`config.mk`:
```
export PLATFORM = sky130hd
export DESIGN_NAME = rom_dl_sequencer
export DESIGN_NICKNAME = d
export VERILOG_FILES = /design/src/rtl/rom_dl_pkg.sv /design/src/rtl/dl_wr_fifo.sv /design/src/rtl/rom_dl_sequencer.sv
export SDC_FILE = /design/constraint.sdc
export NUM_CORES = 1
export LEC_CHECK = 0
export ABC_CLOCK_PERIOD_IN_PS = 6000
export CORE_ASPECT_RATIO = 0.75
export CORE_MARGIN = 3
export CORE_UTILIZATION = 35
export CTS_CLUSTER_DIAMETER = 120
export DETAILED_ROUTE_END_ITERATION = 10
export PLACE_DENSITY = 0.53
export REMOVE_ABC_BUFFERS = 1
export SYNTH_ARGS = -nofsm -noshare
export SYNTH_HDL_FRONTEND = slang
export SYNTH_SLANG_ARGS = --single-unit
```
`constraint.sdc`:
```
create_clock -name clk_sys -period 6 [get_ports clk_sys]
set_clock_uncertainty 0.2 [all_clocks]
set_input_delay 0.9 -clock clk_sys [delete_from_list [all_inputs] [get_ports clk_sys]]
set_output_delay 0.9 -clock clk_sys [all_outputs]
set_load 0.03 [all_outputs]
```
`src/rtl/rom_dl_pkg.sv`:
```
// Shared types for the ROM download sequencer: region decode, FSM states and
// the buffered byte format carried through the write FIFO.
package rom_dl_pkg;

  localparam logic [24:0] GFX1_BASE_DEF = 25'h0E000;
  localparam logic [24:0] SP_BASE_DEF   = 25'h12000;
  localparam int          ENTRY_W       = 33;

  typedef enum logic [1:0] {REG_P1, REG_BRAM, REG_P2} region_e;

  typedef enum logic [2:0] {IDLE, LOAD, DRAIN, HOLD, RUN} state_e;

  typedef struct packed {
    logic [24:0] addr;
    logic [7:0]  data;
  } fifo_entry_t;

  function automatic region_e decode_region(input logic [24:0] addr,
                                            input logic [24:0] gfx1_base,
                                            input logic [24:0] sp_base);
    if (addr < gfx1_base)   return REG_P1;
    else if (addr < sp_base) return REG_BRAM;
    else                     return REG_P2;
  endfunction

endpackage

```
`src/rtl/dl_wr_fifo.sv`:
```
// First-word-fall-through write buffer; a push on a full FIFO is accepted only
// when a pop frees a slot in the same cycle.
module dl_wr_fifo #(
  parameter int DEPTH = 4,
  parameter int WIDTH = 33
) (
  input  logic             clk,
  input  logic             rst_n,
  input  logic             push,
  input  logic             pop,
  input  logic [WIDTH-1:0] din,
  output logic [WIDTH-1:0] dout,
  output logic             full,
  output logic             empty
);

  localparam int AW = $clog2(DEPTH);

  logic [AW:0]      wr_ptr_q, wr_ptr_d;
  logic [AW:0]      rd_ptr_q, rd_ptr_d;
  logic [WIDTH-1:0] mem_q [DEPTH];
  logic             wr_en, rd_en;

  // Extra pointer MSB tells full from empty when the indices match.
  assign empty = (wr_ptr_q == rd_ptr_q);
  assign full  = (wr_ptr_q[AW-1:0] == rd_ptr_q[AW-1:0]) &&
                 (wr_ptr_q[AW] != rd_ptr_q[AW]);
  assign rd_en = pop & ~empty;
  assign wr_en = push & (~full | rd_en);
  assign dout  = mem_q[rd_ptr_q[AW-1:0]];

  always_comb begin
    wr_ptr_d = wr_ptr_q + {{AW{1'b0}}, wr_en};
    rd_ptr_d = rd_ptr_q + {{AW{1'b0}}, rd_en};
  end

  always_ff @(posedge clk or negedge rst_n) begin
    if (!rst_n) begin
      wr_ptr_q <= '0;
      rd_ptr_q <= '0;
    end else begin
      wr_ptr_q <= wr_ptr_d;
      rd_ptr_q <= rd_ptr_d;
    end
  end

  always_ff @(posedge clk) begin
    if (wr_en) mem_q[wr_ptr_q[AW-1:0]] <= din;
  end

endmodule

```
`src/rtl/rom_dl_sequencer.sv`:
```
// Routes download bytes to SDRAM port1/port2 or the gfx1 BRAM with one toggle
// transaction in flight, then sequences rom_loaded and the core reset hold.
module rom_dl_sequencer
  import rom_dl_pkg::*;
#(
  parameter int          FIFO_DEPTH = 4,
  parameter logic [24:0] GFX1_BASE  = GFX1_BASE_DEF,
  parameter logic [24:0] SP_BASE    = SP_BASE_DEF,
  parameter logic [15:0] RESET_HOLD = 16'hFFFF
) (
  input  logic        clk_sys,
  input  logic        res_n_i,
  input  logic        ioctl_downl,
  input  logic        ioctl_wr,
  input  logic [24:0] ioctl_addr,
  input  logic [7:0]  ioctl_dout,
  input  logic        soft_reset,
  output logic        port1_req,
  input  logic        port1_ack,
  output logic [22:0] port1_a,
  output logic [1:0]  port1_ds,
  output logic [15:0] port1_d,
  output logic        port2_req,
  input  logic        port2_ack,
  output logic [22:0] port2_a,
  output logic [1:0]  port2_ds,
  output logic [15:0] port2_d,
  output logic        dl_wr,
  output logic [16:0] dl_addr,
  output logic [7:0]  dl_data,
  output logic        rom_busy,
  output logic        rom_loaded,
  output logic        core_reset,
  output logic        overflow
);

  state_e       state_q, state_d;
  logic         wr_q, downl_q;
  logic         p1_req_q, p1_req_d, p2_req_q, p2_req_d;
  logic [22:0]  p1_a_q, p1_a_d, p2_a_q, p2_a_d;
  logic [1:0]   p1_ds_q, p1_ds_d, p2_ds_q, p2_ds_d;
  logic [15:0]  p1_d_q, p1_d_d, p2_d_q, p2_d_d;
  logic         dl_wr_q, dl_wr_d;
  logic [16:0]  dl_addr_q, dl_addr_d;
  logic [7:0]   dl_data_q, dl_data_d;
  logic         busy_q, busy_d, loaded_q, loaded_d;
  logic         core_rst_q, core_rst_d, ovf_q, ovf_d;
  logic [15:0]  cnt_q, cnt_d;

  logic               push, pop, outstanding, dl_rise, dl_fall;
  logic               fifo_full, fifo_empty;
  logic [ENTRY_W-1:0] fifo_dout;
  fifo_entry_t        ent;
  region_e            region;
  logic [23:0]        s;

  dl_wr_fifo #(.DEPTH(FIFO_DEPTH), .WIDTH(ENTRY_W)) u_fifo (
    .clk   (clk_sys),
    .rst_n (res_n_i),
    .push  (push),
    .pop   (pop),
    .din   ({ioctl_addr, ioctl_dout}),
    .dout  (fifo_dout),
    .full  (fifo_full),
    .empty (fifo_empty)
  );

  assign ent         = fifo_entry_t'(fifo_dout);
  assign region      = decode_region(ent.addr, GFX1_BASE, SP_BASE);
  assign s           = ent.addr[23:0] - SP_BASE[23:0];
  assign push        = ioctl_wr & ~wr_q & ioctl_downl;
  assign dl_rise     = ioctl_downl & ~downl_q;
  assign dl_fall     = ~ioctl_downl & downl_q;
  // A single transaction across both ports; BRAM entries never block.
  assign outstanding = (p1_req_q ^ port1_ack) | (p2_req_q ^ port2_ack);
  assign pop         = ((state_q == LOAD) || (state_q == DRAIN)) &
                       ~fifo_empty & ~outstanding;

  always_comb begin
    p1_req_d = p1_req_q;  p1_a_d = p1_a_q;  p1_ds_d = p1_ds_q;  p1_d_d = p1_d_q;
    p2_req_d = p2_req_q;  p2_a_d = p2_a_q;  p2_ds_d = p2_ds_q;  p2_d_d = p2_d_q;
    dl_wr_d   = 1'b0;
    dl_addr_d = dl_addr_q;
    dl_data_d = dl_data_q;
    ovf_d     = ovf_q | (push & fifo_full & ~pop);
    if (pop) begin
      unique case (region)
        REG_P1: begin
          p1_a_d   = ent.addr[23:1];
          p1_ds_d  = {ent.addr[0], ~ent.addr[0]};
          p1_d_d   = {ent.data, ent.data};
          p1_req_d = ~p1_req_q;
        end
        REG_P2: begin
          // Sprite words are swizzled to match the sdram controller's layout.
          p2_a_d   = {s[23:16], s[13:0], s[15]};
          p2_ds_d  = {s[14], ~s[14]};
          p2_d_d   = {ent.data, ent.data};
          p2_req_d = ~p2_req_q;
        end
        default: begin
          dl_wr_d   = 1'b1;
          dl_addr_d = ent.addr[16:0];
          dl_data_d = ent.data;
        end
      endcase
    end
  end

  always_comb begin
    state_d    = state_q;
    busy_d     = busy_q;
    loaded_d   = loaded_q;
    core_rst_d = core_rst_q;
    cnt_d      = cnt_q;
    unique case (state_q)
      IDLE: begin
        core_rst_d = 1'b1;
        if (push) begin
          state_d = LOAD;
          busy_d  = 1'b1;
        end
      end
      LOAD: if (dl_fall) state_d = DRAIN;
      DRAIN: begin
        if (dl_rise) begin
          state_d = LOAD;
          busy_d  = 1'b1;
        end else if (fifo_empty && !outstanding) begin
          state_d  = HOLD;
          busy_d   = 1'b0;
          loaded_d = 1'b1;
          cnt_d    = RESET_HOLD;
        end
      end
      HOLD: begin
        if (dl_rise) begin
          state_d = LOAD;
          busy_d  = 1'b1;
        end else if (soft_reset) begin
          cnt_d = RESET_HOLD;
        end else if (cnt_q == 16'd0) begin
          state_d    = RUN;
          core_rst_d = 1'b0;
        end else begin
          cnt_d = cnt_q - 16'd1;
        end
      end
      RUN: begin
        if (dl_rise) begin
          state_d    = LOAD;
          busy_d     = 1'b1;
          core_rst_d = 1'b1;
        end else if (soft_reset) begin
          state_d    = HOLD;
          cnt_d      = RESET_HOLD;
          core_rst_d = 1'b1;
        end
      end
      default: begin
        state_d    = IDLE;
        core_rst_d = 1'b1;
      end
    endcase
  end

  always_ff @(posedge clk_sys or negedge res_n_i) begin
    if (!res_n_i) begin
      state_q    <= IDLE;
      wr_q       <= 1'b0;
      downl_q    <= 1'b0;
      p1_req_q   <= 1'b0;  p1_a_q <= '0;  p1_ds_q <= '0;  p1_d_q <= '0;
      p2_req_q   <= 1'b0;  p2_a_q <= '0;  p2_ds_q <= '0;  p2_d_q <= '0;
      dl_wr_q    <= 1'b0;
      dl_addr_q  <= '0;
      dl_data_q  <= '0;
      busy_q     <= 1'b0;
      loaded_q   <= 1'b0;
      core_rst_q <= 1'b1;
      ovf_q      <= 1'b0;
      cnt_q      <= '0;
    end else begin
      state_q    <= state_d;
      wr_q       <= ioctl_wr;
      downl_q    <= ioctl_downl;
      p1_req_q   <= p1_req_d;  p1_a_q <= p1_a_d;  p1_ds_q <= p1_ds_d;  p1_d_q <= p1_d_d;
      p2_req_q   <= p2_req_d;  p2_a_q <= p2_a_d;  p2_ds_q <= p2_ds_d;  p2_d_q <= p2_d_d;
      dl_wr_q    <= dl_wr_d;
      dl_addr_q  <= dl_addr_d;
      dl_data_q  <= dl_data_d;
      busy_q     <= busy_d;
      loaded_q   <= loaded_d;
      core_rst_q <= core_rst_d;
      ovf_q      <= ovf_d;
      cnt_q      <= cnt_d;
    end
  end

  assign port1_req  = p1_req_q;
  assign port1_a    = p1_a_q;
  assign port1_ds   = p1_ds_q;
  assign port1_d    = p1_d_q;
  assign port2_req  = p2_req_q;
  assign port2_a    = p2_a_q;
  assign port2_ds   = p2_ds_q;
  assign port2_d    = p2_d_q;
  assign dl_wr      = dl_wr_q;
  assign dl_addr    = dl_addr_q;
  assign dl_data    = dl_data_q;
  assign rom_busy   = busy_q;
  assign rom_loaded = loaded_q;
  assign core_reset = core_rst_q;
  assign overflow   = ovf_q;

endmodule

```
==> flow_summary_export.csv, run 1 <==
group,metric,value,unit
status,status,"completed",
sta,rsz0062_at_grt,"false",
power_and_ir_drop,irDropWorstVdd,0.187,mV
hold_path,hold_path.class,"input port to asynchronous set/reset pin",
floorplanning,chipWidth,204,um
drt,ant_nets,0,
job,maxCapViolCount,0,
sta,max_freq,247,MHz
drt,routed_wl,23.1,mm
critical_path,crit_path_end_kind,"register",
drt,drc,0,
power_and_ir_drop,powerDensity,443,nW/um^2
clock_network,cts_made_buffers,28,
cells_and_area,area_growth,26.5,%
power_and_ir_drop,power_frac_clock,28.4,%
critical_path,crit_required,6.20,ns
placement,portBuffers,153,
critical_path,cp.arrival,4.24,ns
global_route,grt_max_degree,69,
synthesis,synth_enable_flop_cells,132,
clock_network,cts.sinks,257,
placement,dp_cells,1126,
clock_network,clk_path_buf_depth,3,
synthesis,ys_ff_latch,257,
power_and_ir_drop,p_leak,0.00487,uW
power_and_ir_drop,p_int,3850,uW
critical_path,r2r_cells,8,
placement,dp.final_hpwl,14.9,mm
sta,hold_viol_final,0,
critical_path,rrSetupSlack,1.96,ns
floorplanning,start_util,36.0,%
clock_network,cts_tree,"yes",
floorplanning,die_y,154,um
sta,fin_crit_sh,67.4,%
drt,vias_per_cell,4.92,
global_route,grt_first_pass_wirelength,35.9,mm
clock_network,cts_resized,0,
cells_and_area,diodes,0,
clock_network,cts_root_buf,"clkbuf_16",
floorplanning,fp-row-count,53,
floorplanning,ios,154,
critical_path,cpPeakStageDelay,1.02,ns
sta,fin_setup_tns,0,ns
sta,relSlewSlack,26.2,%
cells_and_area,fin_cells,1178,
clock_network,cts_setup_buffers,0,
floorplanning,die-area,31400,um^2
critical_path,cp-start-kind,"register",
synthesis,ys_types,49,
critical_path,crit_path_end,"port2_a[9]",
sta,drv_slew,0,
critical_path,crit_top_cell,"inv_1",
power_and_ir_drop,swShare,32.9,%
critical_path,worstSetupPathType,"register to register",
cells_and_area,nNetsFinal,819,
critical_path,crit_slowest_cell,"dfrtp_2",
clock_network,clk_latency,0.52,ns
synthesis,syn_inst,623,
sta,min_period,4.04,ns
global_route,grt_pass1_vias,6030,
drt,drt_pass1_iterations,4,
drt,wire_per_inst,19.6,um
synthesis,ys_seq_area_share,69.2,%
synthesis,yosys_warnings,0,
synthesis,synth_ff_type,"edfxtp_1",
sta,tightest_slew,1.10,ns
synthesis,syn-cell-area,10300,um^2
clock_network,cts_hold_buf,0,
critical_path,reg2reg_from,"u_fifo.rd_ptr_q[0]",
critical_path,critPathTopFamily,"multiplexers",
critical_path,worstSetupPathDepth,8,
global_route,grtUsageTotal,14.6,%
synthesis,synthArstFlopShare,48.6,%
critical_path,cp_num_buf_inv,2,
placement,place.gp.congestion,0.771,
global_route,antenna_found_initial,0,
critical_path,startpoint,"u_fifo.rd_ptr_q[0]",
drt,vias,5801,
clock_network,ctsHtreeMaxLevel,1,
power_and_ir_drop,p_sw,1890,uW
critical_path,crit_chain,"mux4_2 -> inv_1 -> ha_1 -> inv_1 -> o21ai_1 -> nand3_1 -> nand2_2 -> mux2_2",
critical_path,r2r-end,"port2_a[9]",
drt,drtIter0Drc,314,
synthesis,syn_avg_cell_area,16.5,um^2
floorplanning,coreArea,28400,um^2
global_route,grt_overflow,0,
critical_path,worstPathMaxFanout,45,
power_and_ir_drop,p_seq_share,41.4,%
sta,setup_violations,0,
power_and_ir_drop,p_comb_share,30.2,%
cells_and_area,fillers,2490,
clock_network,path_clk_slew,0.06,ns
cells_and_area,drive_gt1_share,20.8,%
-- final cells by class --
cell class	instances	area (um^2)	area share (%)
clock buffer	41	841	6.48
clock inverter	11	58.8	0.453
inverter	8	30.0	0.232
multi-input combinational	317	2890	22.3
sequential	257	7100	54.7
tap	385	482	3.71
timing repair buffer	159	1570	12.1
-- worst register-to-register path, delay by kind of cell (launching register included) --
family	cells	cell delay (ns)
multiplexers	2	1.13
AO/OA/AOI/OAI	1	0.30
AND/OR/NAND/NOR	2	0.96
flip-flops	1	1.02
adder cells (fa/ha/maj)	1	0.18
buffers and inverters	2	0.14
-- cells in the mapped netlist (9+ instances only) --
cell	count	share of area (%)
nor2_1	21	0.77
mux2_2	66	7.3
a21oi_1	13	0.63
mux4_2	33	7.3
nor3_1	15	0.73
edfxtp_1	132	39
xnor2_1	14	1.2
xor2_1	9	0.77
o21ai_0	20	0.98
nor2b_1	12	0.73
nand2_1	29	1.1
buf_4	19	1.4
dfrtp_1	124	30
clkbuf_1	11	0.40
-- worst min-delay path by stage --
stage	start	end	slack (ns)	cells after the start
global route	res_n_i	port2_d[9]	0.30	1
CTS	res_n_i	dl_wr	0.27	1
detailed placement	dl_addr[5]	dl_addr[5]	0.28	1
floorplan	u_fifo.wr_ptr_q[2]	u_fifo.wr_ptr_q[2]	0.26	1
finish	res_n_i	port2_d[9]	0.25	1
global placement	dl_addr[3]	dl_addr[3]	0.27	1
-- placed cells by master (no fill, tap or decap), types with 12 or more instances in the layout --
master           instances
dfrtp_1                122
edfxtp_1               132
mux4_2                  33
clkdlybuf4s50_1        152
clkbuf_16               29
mux2_2                  66
nor2b_1                 12
nand2_1                 28
o21ai_0                 20
a21oi_1                 13
xnor2_1                 14
nor2_1                  20
nor3_1                  14
-- metrics by stage --
| step | setup WS [ns] | hold slack (ns) | total power [uW] | instance area [um^2] | util (%) |
|---|---|---|---|---|---|
| 3_5_place_dp | 1.86 | 0.275 | 4170 | 12100 | 42.4 |
| 2_1_floorplan | 0.835 | 0.262 | 3430 | 9990 | - |
| 4_1_cts | 1.85 | 0.265 | 5830 | 13000 | 45.6 |
| 5_1_grt | 1.59 | 0.297 | 6050 | 13000 | 45.6 |
| 6_report | 1.96 | 0.246 | 5740 | 13000 | 45.6 |
| 3_3_place_gp | 1.94 | 0.273 | 4130 | 12100 | 42.4 |
-- flip-flops by register name (all words and copies together) (netlist names), 3 cells and up --
register and cells:
port1_d 8, port2_d 8, dl_data 8, state_q 3
dl_addr 17, cnt_q 16, u_fifo.wr_ptr_q 3, port1_a 23
u_fifo.mem_q 132, u_fifo.rd_ptr_q 3, port2_a 23
-- power by group through the flow --
stage	sequential [uW]	combinational, uW	clock [uW]
finish	2370	1740	1630
global route	2420	1870	1760
CTS	2380	1760	1690
detailed placement	2410	1750	0
global placement	2410	1730	0
floorplan	2680	750	0
-- per-layer routing --
layer | track usage, % | routed length [um] | vias up | share of wire (%)
li1 | - | - | 2642 | -
met1 | 21.7 | 11000 | 2957 | 48
met2 | 22.9 | 10700 | 176 | 46
met3 | 2.61 | 1120 | 26 | 4.9
met4 | 2.69 | 324 | 0 | 1.4
met5 | 0 | 0 | - | 0
-- cell families after synthesis --
group / Yosys count / synth area share (%)
xor gates and xnor gates: 23 / 1.97
AOI/OAI and AO/OA: 60 / 3.55
buffers and inverters: 49 / 2.86
adders and majority gates: 8 / 0.976
and+or+nand+nor: 122 / 6.41
DFF: 257 / 69.2
muxes: 104 / 15.0
No activity file was read; power rests on OpenSTA's default activity.
==> run 2, diff against run 1 <==
Settings changed: ABC_CLOCK_PERIOD_IN_PS 6000 to 3700, PLACE_DENSITY 0.53 to 0.55.
Clock period 6 ns to 3.7 ns, I/O delays scaled along.
==> run 2 against run 1 <==
Final area increased by 1.4%. Sequential power increased by 57%. Maximum frequency increased by 22%. Die area unchanged. Via count increased by 0.47%. Critical path type unchanged. Critical endpoint is now dl_addr[12]. Largest cell class unchanged. Largest power group unchanged.
==> flow_summary_export.csv, run 2 (synthesis results as in run 1) <==
group,metric,value,unit
status,status,"completed",
power_and_ir_drop,p_sw,3080,uW
power_and_ir_drop,power,9470,uW
clock_network,clk_latency,0.52,ns
floorplanning,start_util,36.0,%
hold_path,hold_path.class,"register to register",
drt,vias_per_cell,4.91,
clock_network,ctsHtreeMaxLevel,1,
sta,relSlewSlack,52.4,%
cells_and_area,diodes,0,
clock_network,clk_path_buf_depth,3,
sta,hold_viol_final,0,
job,maxCapViolCount,0,
drt,ant_nets,0,
placement,dp_slack,0.276,ns
clock_network,cts_resized,0,
global_route,grt_overflow,0,
power_and_ir_drop,p_seq_share,39.4,%
global_route,antenna_found_initial,0,
global_route,grtUsageTotal,14.4,%
floorplanning,die_y,154,um
sta,min_period,3.32,ns
placement,portBuffers,153,
power_and_ir_drop,p_comb_share,31.3,%
drt,wire_per_inst,19.0,um
power_and_ir_drop,irDropWorstVdd,0.389,mV
drt,routed_wl,22.5,mm
sta,tightest_slew,0.709,ns
floorplanning,coreArea,28400,um^2
critical_path,worstSetupPathType,"register to register",
drt,vias,5828,
power_and_ir_drop,power_frac_clock,29.3,%
sta,whs,0.268,ns
cells_and_area,fillers,2447,
sta,max_freq,301,MHz
global_route,grt_first_pass_wirelength,35.8,mm
global_route,grt_max_degree,67,
power_and_ir_drop,p_leak,0.00495,uW
power_and_ir_drop,swShare,32.6,%
drt,drt_pass1_iterations,5,
cells_and_area,layout_common_cells,"clkdlybuf4s50_1, edfxtp_1, dfrtp_1, mux2_2, mux4_2",
power_and_ir_drop,powerDensity,720,nW/um^2
clock_network,cts_made_buffers,27,
cells_and_area,final_util,46.2,%
drt,drc,0,
critical_path,cp.arrival,3.52,ns
clock_network,path_clk_slew,0.07,ns
critical_path,cp-start-kind,"register",
critical_path,worstPathMaxFanout,15,
sta,rsz0062_at_grt,"false",
sta,drv_slew,0,
cells_and_area,layout_commonest_cell,"clkdlybuf4s50_1",
sta,final.setup.worst_slack,0.383,ns
clock_network,cts_root_buf,"clkbuf_16",
cells_and_area,largest_reg_flops,132,
critical_path,crit_required,3.90,ns
floorplanning,chipWidth,204,um
cells_and_area,nNetsFinal,830,
placement,dp.final_hpwl,15.3,mm
clock_network,cts_tree,"yes",
floorplanning,fp-row-count,53,
floorplanning,ios,154,
cells_and_area,drive_gt1_share,21.9,%
drt,drtIter0Drc,425,
placement,place.gp.congestion,0.764,
sta,setup_violations,0,
power_and_ir_drop,p_int,6390,uW
global_route,grt_pass1_vias,6060,
critical_path,crit_path_end_kind,"register",
clock_network,cts.sinks,257,
cells_and_area,area_growth,28.3,%
floorplanning,die-area,31400,um^2
sta,fin_crit_sh,89.6,%
[run 2: cell count changes in the layout (fill, tap and decap cells not counted), moves of 2 or more]
cell	delta
clkbuf_8	-5
bufinv_16	+4
clkbuf_1	-2
buf_4	+5
clkbuf_16	-2
buf_12	+5
clkinvlp_4	+2
[run 2: worst paths after layout]
| path | depth (start not counted) | end | slack (ns) | from |
|---|---|---|---|---|
| max in group asynchronous | 3 | port1_a[13] | 2.14 | res_n_i |
| min | 1 | rom_loaded | 0.27 | rom_loaded |
| max reg2reg | 9 | dl_addr[12] | 0.38 | u_fifo.rd_ptr_q[0] |
| min reg2reg | 1 | rom_loaded | 0.27 | rom_loaded |
| min in group asynchronous | 2 | port2_a[3] | 0.41 | res_n_i |
| max | 9 | dl_addr[12] | 0.38 | u_fifo.rd_ptr_q[0] |
[run 2: stage by stage]
step                      cells  setup TNS, ns  cell area (um^2)
after global routing       1187              0             13100
after detailed placement   1137              0             12200
after CTS                  1187              0             13100
after floorplan             582        -157.10              9990
after global placement     1137              0             12200
final                      1187              0             13100
[run 2: cell type report]
cell class | count | area (um^2) | area share, %
Sequential cell | 257 | 7100 | 54.0
Multi-Input combinational cell | 317 | 2890 | 22.0
Tap cell | 385 | 482 | 3.66
Clock inverter | 17 | 205 | 1.56
Inverter | 8 | 30.0 | 0.228
Clock buffer | 32 | 714 | 5.43
Timing Repair Buffer | 171 | 1730 | 13.2
[run 2: what timing repair did]
item	in CTS	in global routing
buffers inserted	0	0
endpoints found under the hold margin	64	0
hold buffers	1	0
[run 2: critical path, cell delays in order, from the launching register on]
cell	delay, ns
dfrtp_2	0.66
mux4_2	0.63
inv_1	0.09
ha_1	0.18
inv_1	0.05
o21ai_1	0.31
nand2_1	0.20
nor3_4	0.22
buf_4	0.27
mux2_2	0.37
[run 2: power groups by stage]
| stage | registers (uW) | logic (uW) | clock network (uW) |
|---|---|---|---|
| 2_1_floorplan | 4340 | 1220 | 0 |
| 3_3_place_gp | 3780 | 2980 | 0 |
| 4_1_cts | 3740 | 3010 | 2850 |
| 6_report | 3730 | 2960 | 2770 |
| 3_5_place_dp | 3800 | 3000 | 0 |
| 5_1_grt | 3790 | 3190 | 2990 |
[run 2: per-layer routing]
layer | GRT usage, % | share of wire [%] | routed length (um)
met2 | 23.3 | 46 | 10500
met4 | 3.14 | 2.2 | 504
met5 | 0 | 0 | 0
met1 | 20.4 | 46 | 10400
met3 | 2.84 | 5.1 | 1140
==> run 3, diff against run 2 <==
Settings changed: SYNTH_HIERARCHICAL set to 1.
==> run 3 against run 2 <==
Die area increased by 2.1%. Critical endpoint is now dl_addr[11]. Critical path type unchanged. Routed wire length up 4.7%. First-iteration DRC count shrank 6.4%.
==> flow_summary_export.csv, run 3 <==
group,metric,value,unit
cells_and_area,nNetsFinal,845,
synthesis,ys_seq_area_share,67.7,%
placement,portBuffers,153,
clock_network,cts_setup_buffers,0,
synthesis,ys_types,55,
sta,setup_violations,0,
synthesis,synth_ff_type,"edfxtp_1",
sta,whs,0.277,ns
synthesis,synth_enable_flop_cells,132,
job,maxCapViolCount,0,
clock_network,cts_root_buf,"clkbuf_16",
synthesis,synth_top_cell_by_area,"edfxtp_1",
clock_network,ctsHtreeMaxLevel,1,
placement,place_area,12500,um^2
drt,routed_wl,23.6,mm
drt,wire_per_inst,19.5,um
critical_path,crit_required,3.91,ns
synthesis,synthDominantCellAreaShare,37.8,%
placement,dp.final_hpwl,16.1,mm
clock_network,cts_tree,"yes",
drt,drc,0,
status,status,"completed",
clock_network,cts_resized,0,
cells_and_area,drive_gt1_share,23.5,%
drt,drt_pass1_iterations,4,
drt,vias,5978,
synthesis,yosys_warnings,6,
cells_and_area,layout_common_cells,"clkdlybuf4s50_1, edfxtp_1, dfrtp_1, mux2_2, mux4_2",
cells_and_area,layout_commonest_cell,"clkdlybuf4s50_1",
synthesis,synth_common_cells,"edfxtp_1, dfrtp_1, mux2_2",
floorplanning,ios,154,
placement,place.gp.congestion,0.773,
sta,min_period,3.57,ns
power_and_ir_drop,powerDensity,712,nW/um^2
synthesis,synthArstFlopShare,48.6,%
synthesis,ys_ff_latch,257,
sta,fin_crit_sh,96.6,%
floorplanning,die-area,32100,um^2
drt,drtIter0Drc,398,
cells_and_area,largest_reg_flops,132,
floorplanning,start_util,35.8,%
sta,tightest_slew,1.18,ns
floorplanning,coreArea,29300,um^2
clock_network,cts.sinks,257,
sta,relSlewSlack,21.3,%
synthesis,syn_avg_cell_area,16.5,um^2
critical_path,cp-start-kind,"register",
sta,rsz0062_at_grt,"false",
global_route,grt_pass1_vias,6267,
floorplanning,chipWidth,206,um
power_and_ir_drop,p_int,6450,uW
critical_path,worstPathMaxFanout,25,
power_and_ir_drop,irDropWorstVdd,0.344,mV
clock_network,cts_made_buffers,26,
cells_and_area,seqCellArea,7100,um^2
global_route,grt_max_degree,66,
synthesis,syn_inst,633,
power_and_ir_drop,p_comb_share,31.9,%
sta,drv_slew,0,
power_and_ir_drop,p_seq_share,39.3,%
power_and_ir_drop,p_leak,0.00512,uW
power_and_ir_drop,p_sw,3090,uW
cells_and_area,fillers,2537,
sta,hold_viol_final,0,
sta,max_freq,280,MHz
critical_path,cp.arrival,3.79,ns
synthesis,synth_area_leaders,"edfxtp_1, dfrtp_1, mux4_2",
critical_path,crit_path_end_kind,"register",
floorplanning,die_y,156,um
cells_and_area,final_area,13400,um^2
global_route,grtUsageTotal,14.6,%
synthesis,syn-cell-area,10500,um^2
power_and_ir_drop,swShare,32.4,%
global_route,grt_first_pass_wirelength,36.5,mm
global_route,antenna_found_initial,1,
hold_path,hold_path.class,"register to register",
drt,vias_per_cell,4.94,
cells_and_area,area_growth,27.8,%
drt,ant_nets,0,
clock_network,path_clk_slew,0.06,ns
power_and_ir_drop,power_frac_clock,28.9,%
clock_network,clk_path_buf_depth,3,
clock_network,clk_latency,0.53,ns
synthesis,yosysMostFrequentCell,"edfxtp_1",
global_route,grt_overflow,0,
cells_and_area,multi_input_comb_area,3090,um^2
critical_path,worstSetupPathType,"register to register",
floorplanning,fp-row-count,54,
-- run 3: cell types whose count changed in the layout (fill, tap and decap cells not counted), sizes merged, moves of 5 or more --
cell and delta:
clkbuf +7, nor3 -5, nor2 +8, buf +9, nand2 -12, xnor2 -6, nand4 +5, o21ai -6
a21oi +6
-- run 3: timing repair --
item                       CTS  global route
hold buffers                 1             0
setup endpoints to repair    0            12
hold endpoints to repair    61             0
-- run 3: cell families (layout without fill, tap and decap cells) --
logic type / after synthesis / count (layout) / share of synthesized area (%)
other: 0 / 1 / 0
adders and majority gates: 7 / 7 / 0.836
and+or+nand+nor: 115 / 115 / 6.01
AOI/OAI and AO/OA: 74 / 74 / 4.68
xor gates and xnor gates: 18 / 18 / 1.65
buffers and inverters: 53 / 238 / 3.13
muxes: 109 / 109 / 16.0
DFF: 257 / 257 / 67.7
-- run 3: power by group through the flow --
stage / Combinational, uW / Sequential (uW) / Clock, uW
after global routing: 3270 / 3800 / 2950
final: 3040 / 3740 / 2750
after CTS: 3090 / 3760 / 2830
after floorplan: 1250 / 4360 / 0
after global placement: 3030 / 3790 / 0
after detailed placement: 3070 / 3810 / 0
-- run 3: path summary, 6_finish.rpt --
kind | startpoint | slack (ns) | endpoint | depth (start not counted)
worst min-delay path | rom_loaded | 0.28 | rom_loaded | 1
min in group asynchronous | res_n_i | 0.50 | dl_addr[2] | 2
max in group asynchronous | res_n_i | 1.97 | port2_a[21] | 3
worst max register to register | u_fifo/rd_ptr_q[0] | 0.13 | dl_addr[11] | 5
worst min register to register | rom_loaded | 0.28 | rom_loaded | 1
worst max-delay path | u_fifo/rd_ptr_q[0] | 0.13 | dl_addr[11] | 5
-- run 3: per-stage QoR --
| step | setup slack [ns] | util [%] | power [uW] | std cells | TNS [ns] |
|---|---|---|---|---|---|
| 6_report | 0.126 | 45.8 | 9540 | 1211 | 0 |
| 3_3_place_gp | 0.141 | 42.6 | 6820 | 1161 | 0 |
| 4_1_cts | 0.0620 | 45.7 | 9680 | 1210 | 0 |
| 3_5_place_dp | 0.0768 | 42.6 | 6880 | 1161 | 0 |
| 5_1_grt | 0.000643 | 45.8 | 10000 | 1211 | 0 |
| 2_1_floorplan | -1.94 | - | 5610 | 590 | -331.74 |
-- run 3: cell type report --
| class | instances | area share, % |
|---|---|---|
| multi-input cells | 323 | 23.1 |
| well taps | 392 | 3.66 |
| flip-flops and latches | 257 | 53.0 |
| clock inverters | 9 | 1.02 |
| diodes | 1 | 0.0187 |
| repair buffers | 180 | 13.0 |
| clock buffers | 39 | 5.84 |
| inverters | 10 | 0.280 |
-- run 3: routing by layer --
layer | share of wire [%] | track usage (%) | vias to the layer above
met2 | 47 | 23.8 | 161
met3 | 4.9 | 2.50 | 33
li1 | - | - | 2730
met5 | 0 | 0 | -
met1 | 46 | 20.7 | 3054
met4 | 1.9 | 3.64 | 0
-- run 3: critical path: stages, from the launching register on --
cell,delay (ns)
dfrtp_2,0.57
buf_4,0.24
mux4_2,0.57
or4_1,0.66
or4_4,0.80
mux2_4,0.38
